## config.mk

```make
export PLATFORM = sky130hd
export DESIGN_NAME = fetch_stage
export DESIGN_NICKNAME = d
export VERILOG_FILES = /design/src/rtl/fetch_stage.sv
export SDC_FILE = /design/constraint.sdc
export NUM_CORES = 1
export LEC_CHECK = 0
export CORE_MARGIN = 2
export CORE_UTILIZATION = 30
export DETAILED_ROUTE_END_ITERATION = 8
export PLACE_DENSITY = 0.56
export SYNTH_ARGS = -nofsm -noshare
export SYNTH_HDL_FRONTEND = slang
export SYNTH_SLANG_ARGS = --single-unit
```

## constraint.sdc

```tcl
create_clock -name clk -period 2.2 [get_ports clk]
set_input_delay 0.33 -clock clk [delete_from_list [all_inputs] [get_ports clk]]
set_output_delay 0.33 -clock clk [all_outputs]
set_load 0.1 [all_outputs]
```

## src/rtl/fetch_stage.sv

```systemverilog
// Instruction fetch stage: owns the PC, drives the synchronous instruction
// memory and presents one instruction plus its PC per cycle to decode.
// Stalls are absorbed by a one-entry hold register. EX redirects, interrupt
// entry and rti return reload the fetch PC and squash the decode slot.
module fetch_stage #(
  parameter logic [31:0] RESET_PC   = 32'h0000_0000,
  parameter logic [31:0] IRQ_VECTOR = 32'h0000_1000,
  parameter logic [31:0] NOP_INSTR  = 32'h0000_0013
) (
  input  logic        clk,
  input  logic        rst,
  input  logic        stall,
  input  logic        redirect,
  input  logic [31:0] redirect_pc,
  input  logic        rti,
  input  logic        irq,
  output logic [31:0] imem_addr,
  input  logic [31:0] imem_rdata,
  output logic [31:0] instr_out,
  output logic [31:0] pc_out,
  output logic [31:0] pc_plus4_out,
  output logic        valid_out,
  output logic        in_isr,
  output logic [31:0] epc
);

  localparam int unsigned XLEN = 32;
  localparam logic [XLEN-1:0] ALIGN_MASK = 32'hFFFF_FFFC;
  localparam logic [XLEN-1:0] INSTR_STEP = 32'd4;
  localparam logic [XLEN-1:0] RESET_PC_A = RESET_PC & ALIGN_MASK;
  localparam logic [XLEN-1:0] IRQ_VEC_A  = IRQ_VECTOR & ALIGN_MASK;

  // Architectural state
  logic [XLEN-1:0] pc_f;
  logic [XLEN-1:0] pc_d;
  logic            dvalid;
  logic            hold_valid;
  logic [XLEN-1:0] hold_instr;
  logic            isr_active;
  logic [XLEN-1:0] epc_q;

  // Next-state values
  logic [XLEN-1:0] pc_f_nxt;
  logic [XLEN-1:0] pc_d_nxt;
  logic            dvalid_nxt;
  logic            hold_valid_nxt;
  logic [XLEN-1:0] hold_instr_nxt;
  logic            isr_active_nxt;
  logic [XLEN-1:0] epc_nxt;

  logic [XLEN-1:0] redirect_target;
  logic [XLEN-1:0] pc_f_seq;
  logic            irq_take;

  // Low address bits of the redirect target are dropped to keep fetch aligned
  assign redirect_target = redirect_pc & ALIGN_MASK;
  assign pc_f_seq        = pc_f + INSTR_STEP;

  // Interrupt is taken only when nothing of higher priority acts this cycle
  assign irq_take = irq & ~isr_active & ~stall & ~redirect & ~rti;

  // Decode view: squash on redirect or interrupt entry, prefer held instruction
  always_comb begin
    valid_out = dvalid & ~redirect & ~irq_take;
    if (!valid_out) begin
      instr_out = NOP_INSTR;
    end else if (hold_valid) begin
      instr_out = hold_instr;
    end else begin
      instr_out = imem_rdata;
    end
  end

  assign imem_addr    = pc_f;
  assign pc_out       = pc_d;
  assign pc_plus4_out = pc_d + INSTR_STEP;
  assign in_isr       = isr_active;
  assign epc          = epc_q;

  // Next-state selection in priority order: redirect, rti, irq, stall, advance
  always_comb begin
    pc_f_nxt       = pc_f;
    pc_d_nxt       = pc_d;
    dvalid_nxt     = dvalid;
    hold_valid_nxt = hold_valid;
    hold_instr_nxt = hold_instr;
    isr_active_nxt = isr_active;
    epc_nxt        = epc_q;

    if (redirect) begin
      pc_f_nxt       = redirect_target;
      dvalid_nxt     = 1'b0;
      hold_valid_nxt = 1'b0;
    end else if (rti) begin
      pc_f_nxt       = epc_q;
      isr_active_nxt = 1'b0;
      dvalid_nxt     = 1'b0;
      hold_valid_nxt = 1'b0;
    end else if (irq_take) begin
      // Return to the squashed decode instruction, or to the fetch PC if
      // decode was already empty
      epc_nxt        = dvalid ? pc_d : pc_f;
      pc_f_nxt       = IRQ_VEC_A;
      isr_active_nxt = 1'b1;
      dvalid_nxt     = 1'b0;
      hold_valid_nxt = 1'b0;
    end else if (stall) begin
      // Capture the memory word once; the fetch address stays put so the
      // memory keeps returning the next sequential instruction
      if (!hold_valid) begin
        hold_instr_nxt = imem_rdata;
        hold_valid_nxt = 1'b1;
      end
    end else begin
      pc_d_nxt       = pc_f;
      pc_f_nxt       = pc_f_seq;
      dvalid_nxt     = 1'b1;
      hold_valid_nxt = 1'b0;
    end
  end

  // State registers with synchronous reset
  always_ff @(posedge clk) begin
    if (rst) begin
      pc_f       <= RESET_PC_A;
      pc_d       <= '0;
      dvalid     <= 1'b0;
      hold_valid <= 1'b0;
      hold_instr <= '0;
      isr_active <= 1'b0;
      epc_q      <= '0;
    end else begin
      pc_f       <= pc_f_nxt;
      pc_d       <= pc_d_nxt;
      dvalid     <= dvalid_nxt;
      hold_valid <= hold_valid_nxt;
      hold_instr <= hold_instr_nxt;
      isr_active <= isr_active_nxt;
      epc_q      <= epc_nxt;
    end
  end

endmodule

```

==> key figures <==
STA
  – Max-slew headroom: 48.18%
  – Post-route clock period utilization: 112.4%
  – Final Setup Violations: 54
  – Final WS setup: -0.2727 ns
  – Final max-slew violation count: 0
  – Tmin final: ~2.5 ns
  – RSZ-0062 raised after global routing: true
  – Worst-Margin Slew: approximately 0.78 ns
  – Final Hold Violating Endpoints: 0
  – TNS Setup: -5.750 ns
  – Fmax: ~400 MHz
  – Worst Skew: ~0.011 ns

Yosys
  – Synth warn: 0
  – Async SR Flop Fraction: 0%
  – Synth unique cells: 64
  – Sequential area share after synthesis: 36.99%
  – Synth Register Bits: 131
  – EDFF count, synth: 0
  – Main flop type after synthesis: dfxtp_1
  – Mean Syn Cell Area: roughly 8 µm²
  – Synth Net Count: ~950
  – Cell Area, Synth: 7089 µm²
  – Synth Instances: about 900

Hold path
  – Hold crit path type: in -> reg

Finish
  – Area grow syn2layout: 78.19%
  – Util after Layout: a little over half
  – Post-Layout Cell Count: around 1.5k
  – Commonest cells after routing, fill and taps aside: 180 x buf_4, 103 x nand2_1, 97 x mux2i_1, 85 x nor2_1, 80 x buf_12
  – Nets: ~1.2k
  – Most common cell after layout, fill and taps aside: buf_4
  – Finished Cell Area: 12630 µm²
  – Ratio of cells with drive above 1 in the final layout: 39.71%

Floorplan
  – # IOs: 232
  – Core Box Area: about 23000 µm²
  – Die X: roughly 160 µm
  – Die H: roughly 160 µm
  – Cell Rows: 56
  – Initial core utilization: 30.38%
  – Total Die Area: approximately 25000 µm²

Clock tree
  – CTS buffer count: 17
  – Clock tree buffer depth: 2
  – Reg clk slew, reported paths: approximately 0.06 ns
  – Worst-skew pair later-pin latency: around 0.42 ns
  – Cts hold-fix bufs: 0
  – CTS tree: yes
  – H-tree levels: 4
  – Root buffer cell: clkbuf_16
  – CTS Sinks: around 130

Worst setup path
  – Crit Path Class: reg -> out
  – Required @ worst endpoint: 1.87 ns
  – Critical Path End Type: output pin
  – Crit Path Max Fanout: 7
  – Worst Setup Start Kind: flop
  – Critical Path AT: around 2.1 ns

Power and ir drop
  – Static Leak: around 4.8 nW
  – Pwr Total: a little under 7 mW
  – IR drop worst, VDD: between 0.3 and 0.4 mV
  – Cell area power density: 543.6 nW/µm²

GRT
  – Final global-route overflow total: 0
  – First-pass GRT wire length: 41.10 mm
  – Largest net degree at the start of global routing: 67
  – Initial antenna violation count: 3
  – Vias in the first global route: ~7.1k
  – GRT Total Usage: between 20% and 30%

Detailed routing
  – Metal2 WL: 12.84 mm
  – Uppermost layer routed: met4
  – Antenna Nets Post-Route: 0
  – Number of DRC markers in iteration 0: about 500
  – Drt via density: roughly 5
  – DR pass1 iterations: 5
  – Routed length per instance: 17.74 µm
  – Final WL: about 27 mm
  – Via count: between 7k and 8k
  – WL met1: roughly 12 mm
  – # DRC: 0
  – Routed met3 length: 1.416 mm

Run status
  – Outcome: finished with violations
  – Failing checks: setup timing

Run
  – Max-cap violation count: 0

Placed design
  – Cells after DPL: 1435
  – I/O Buffers: 229
  – Placer congestion estimate: just under 0.8
  – Placed cell areas: approximately 12000 µm²
  – Dpl hpwl: around 19 mm
## per-layer routing
| metal | vias up | global-route usage (%) |
|---|---|---|
| met5 | - | 0 |
| met4 | 0 | 6.061 |
| li1 | 3716 | - |
| met2 | 192 | 34.51 |
| met3 | 31 | 4.380 |
| met1 | 3542 | 28.19 |
## cells by family (layout without fill, tap and decap cells)
logic type / Yosys count / in the layout / synth area share [%]
AOI/OAI and AO/OA: 196 / 196 / 17.93
and+or+nand+nor: 334 / 334 / 21.67
adders and majority gates: 2 / 2 / 0.3529
xor gates and xnor gates: 33 / 33 / 4.077
DFF: 131 / 131 / 36.99
buffers and inverters: 89 / 383 / 5.277
other: 0 / 3 / 0
muxes: 97 / 97 / 13.70
## worst max-delay path, cell delays in order, from the launching register on
cell	delay, ns
dfxtp_4	0.34
and4_4	0.25
nand2_4	0.08
nor3_4	0.22
buf_12	0.16
nand4_1	0.23
xnor2_4	0.25
buf_12	0.19
## what timing repair did
action,in CTS,in global routing
setup endpoints to repair,56,56
gates resized for setup,31,19
buffers inserted,14,14
pin swaps,47,26
gates cloned,2,0
## stage by stage
stage               worst slack (ns)  hold slack (ns)
finish                       -0.2727           0.4397
global route                 -0.3243           0.4679
CTS                          -0.2865           0.4273
detailed placement           -0.2890           0.4467
global placement             -0.2799           0.4422
floorplan                    -0.3946           0.4360
## cells in the mapped netlist (all sizes together) (9+ instances only)
cell / number / share of area [%]
a211oi: 42 / 4.4
a21oi: 73 / 5.2
and4: 9 / 1.1
buf: 27 / 2.0
clkbuf: 51 / 2.7
dfxtp: 131 / 37
inv: 10 / 0.53
mux2i: 97 / 14
nand2: 115 / 6.1
nand3: 22 / 1.7
nand4: 16 / 1.5
nor2: 119 / 6.3
nor3: 13 / 0.99
nor4: 11 / 1.2
o211ai: 10 / 1.1
o21ai: 30 / 2.1
xnor2: 24 / 3.0
xor2: 9 / 1.1
## report_power, final
part	leakage (nW)	switching, mW	internal, mW
Combinational	3.43	1.05	0.513
Clock	0.262	1.07	1.66
Sequential	1.10	0.131	2.44
Total	4.79	2.25	4.62
## sequential cells by signal, indices dropped and copies added (netlist names)
name,cells
pc_out,32
imem_addr,32
hold_instr,32
dvalid,1
hold_valid,1
epc,32
in_isr,1
## path summary, 6_finish.rpt
path	from	to	slack (ns)	cells after the start
setup / recovery	pc_out[9]	pc_plus4_out[28]	-0.27	7
hold reg to reg	hold_instr[28]	hold_instr[28]	0.45	2
hold / removal	redirect	hold_valid	0.44	3
setup reg to reg	imem_addr[7]	imem_addr[28]	0.23	5
## cell type report
cell class / instances / area [µm²]
timing repair buffer: 340 / 3779
antenna: 3 / 7.507
clock inverter: 10 / 110.1
inverter: 11 / 51.30
clock buffer: 22 / 444.2
tap: 319 / 399.1
fill: 2104 / 10700
sequential: 131 / 2783
multi-input combinational: 662 / 5059
No activity file was read; power rests on OpenSTA's default activity.
==> variant (config.mk and constraints unchanged) <==
Add an input register stage for `irq`, with the module's reset; this delays it by one clock. The other inputs are not delayed to match.
--- a/src/rtl/fetch_stage.sv
+++ b/src/rtl/fetch_stage.sv
@@ -32,2 +32,12 @@
 
+  logic irq_q;
+
+  always_ff @(posedge clk) begin
+    if (rst) begin
+      irq_q <= '0;
+    end else begin
+      irq_q <= irq;
+    end
+  end
+
   // Architectural state
@@ -59,3 +69,3 @@
   // Interrupt is taken only when nothing of higher priority acts this cycle
-  assign irq_take = irq & ~isr_active & ~stall & ~redirect & ~rti;
+  assign irq_take = irq_q & ~isr_active & ~stall & ~redirect & ~rti;
 
Formal check against the unedited RTL: not equivalent (a bounded check fails within 4 cycles, from zero or initial values and one cycle with rst high).
==> variant against the unedited design <==
  * The run still ends with negative setup slack left
  * Synthesized area decreased by 0.69%
  * Critical endpoint is now pc_plus4_out[27]
  * Sequential cell count increased by 1
  * Design area is 2.2% lower
  * Critical path type unchanged
  * Setup slack got worse by 0.18 ns
  * Routed wire length barely moved
  * Power grew 4.5%
  * Cell count up 0.47%
==> variant: results (changes against the unedited design) <==
[routing]
drt-initial-drc-count=480  ; -1.8%
wl_mm=26.58  ; about the same

[synth]
synthMuxAreaShare_pct=9.241  ; -4.5 points
netlist_top_cells_area=dfxtp_1 (38%), mux2i_1 (9.2%), nand2_1 (8.9%), a21oi_1 (7.5%), nor2_1 (4.6%)
syn-num-nets=983  ; +3.0%
synth_common_cells=nand2_1 (166), dfxtp_1 (132), a21oi_1 (105)
postSynthCellCount=911  ; +3.3%
yosys.area_share.xor_xnor_pct=4.603  ; +0.53 points

[setup_path]
r2r_slack_ns=0.29  ; +0.06 ns
endpoint=pc_plus4_out[27]
worstReg2RegEnd=imem_addr[21]
slowest_stage=or4b_4

[final_layout]
multi_input_area_share_pct=39.67  ; -0.38 points
regArea_um2=2763  ; -0.72%

[power_and_ir_drop]
ir_worst_vdd_mv=0.4249  ; +13%

[placement]
dpl.hpwl_mm=18.76  ; -2.7%
place_ws_ns=-0.1810  ; +0.1081 ns

[sta]
slew_headroom_pct=54.14  ; +6.0 points
setup_ws_ns=-0.4489  ; -0.1761 ns
setup_viol=55  ; +1.9%

[status]
status=finished with violations
failed_checks=negative setup slack

[global_routing]
met3_usage_pct=4.736  ; +0.36 points
grt_max_degree=114  ; +70%
use_met2_pct=34.19  ; -0.33 points

==> variant: cell types whose count changed after synthesis, sizes merged, moves of 4 or more <==
cell | before | now
nor2 | 119 | 90
nor4 | 11 | 15
a21oi | 73 | 105
a211oi | 42 | 37
inv | 10 | 14
o211ai | 10 | 2
nand2 | 115 | 166
nor3 | 13 | 18
mux2i | 97 | 65
a221oi | 7 | 12
buf | 27 | 32
==> variant: how the worst min path moves through the flow <==
| stage | startpoint | slack (ns) | to | cells past startpoint |
|---|---|---|---|---|
| global placement | hold_instr[11] | 0.44 | hold_instr[11] | 2 |
| CTS | rst | 0.41 | imem_addr[23] | 5 |
| finish | rst | 0.43 | imem_addr[23] | 5 |
| global route | rst | 0.43 | imem_addr[21] | 4 |
| detailed placement | hold_instr[19] | 0.45 | hold_instr[19] | 2 |
| floorplan | hold_instr[0] | 0.44 | hold_instr[0] | 2 |
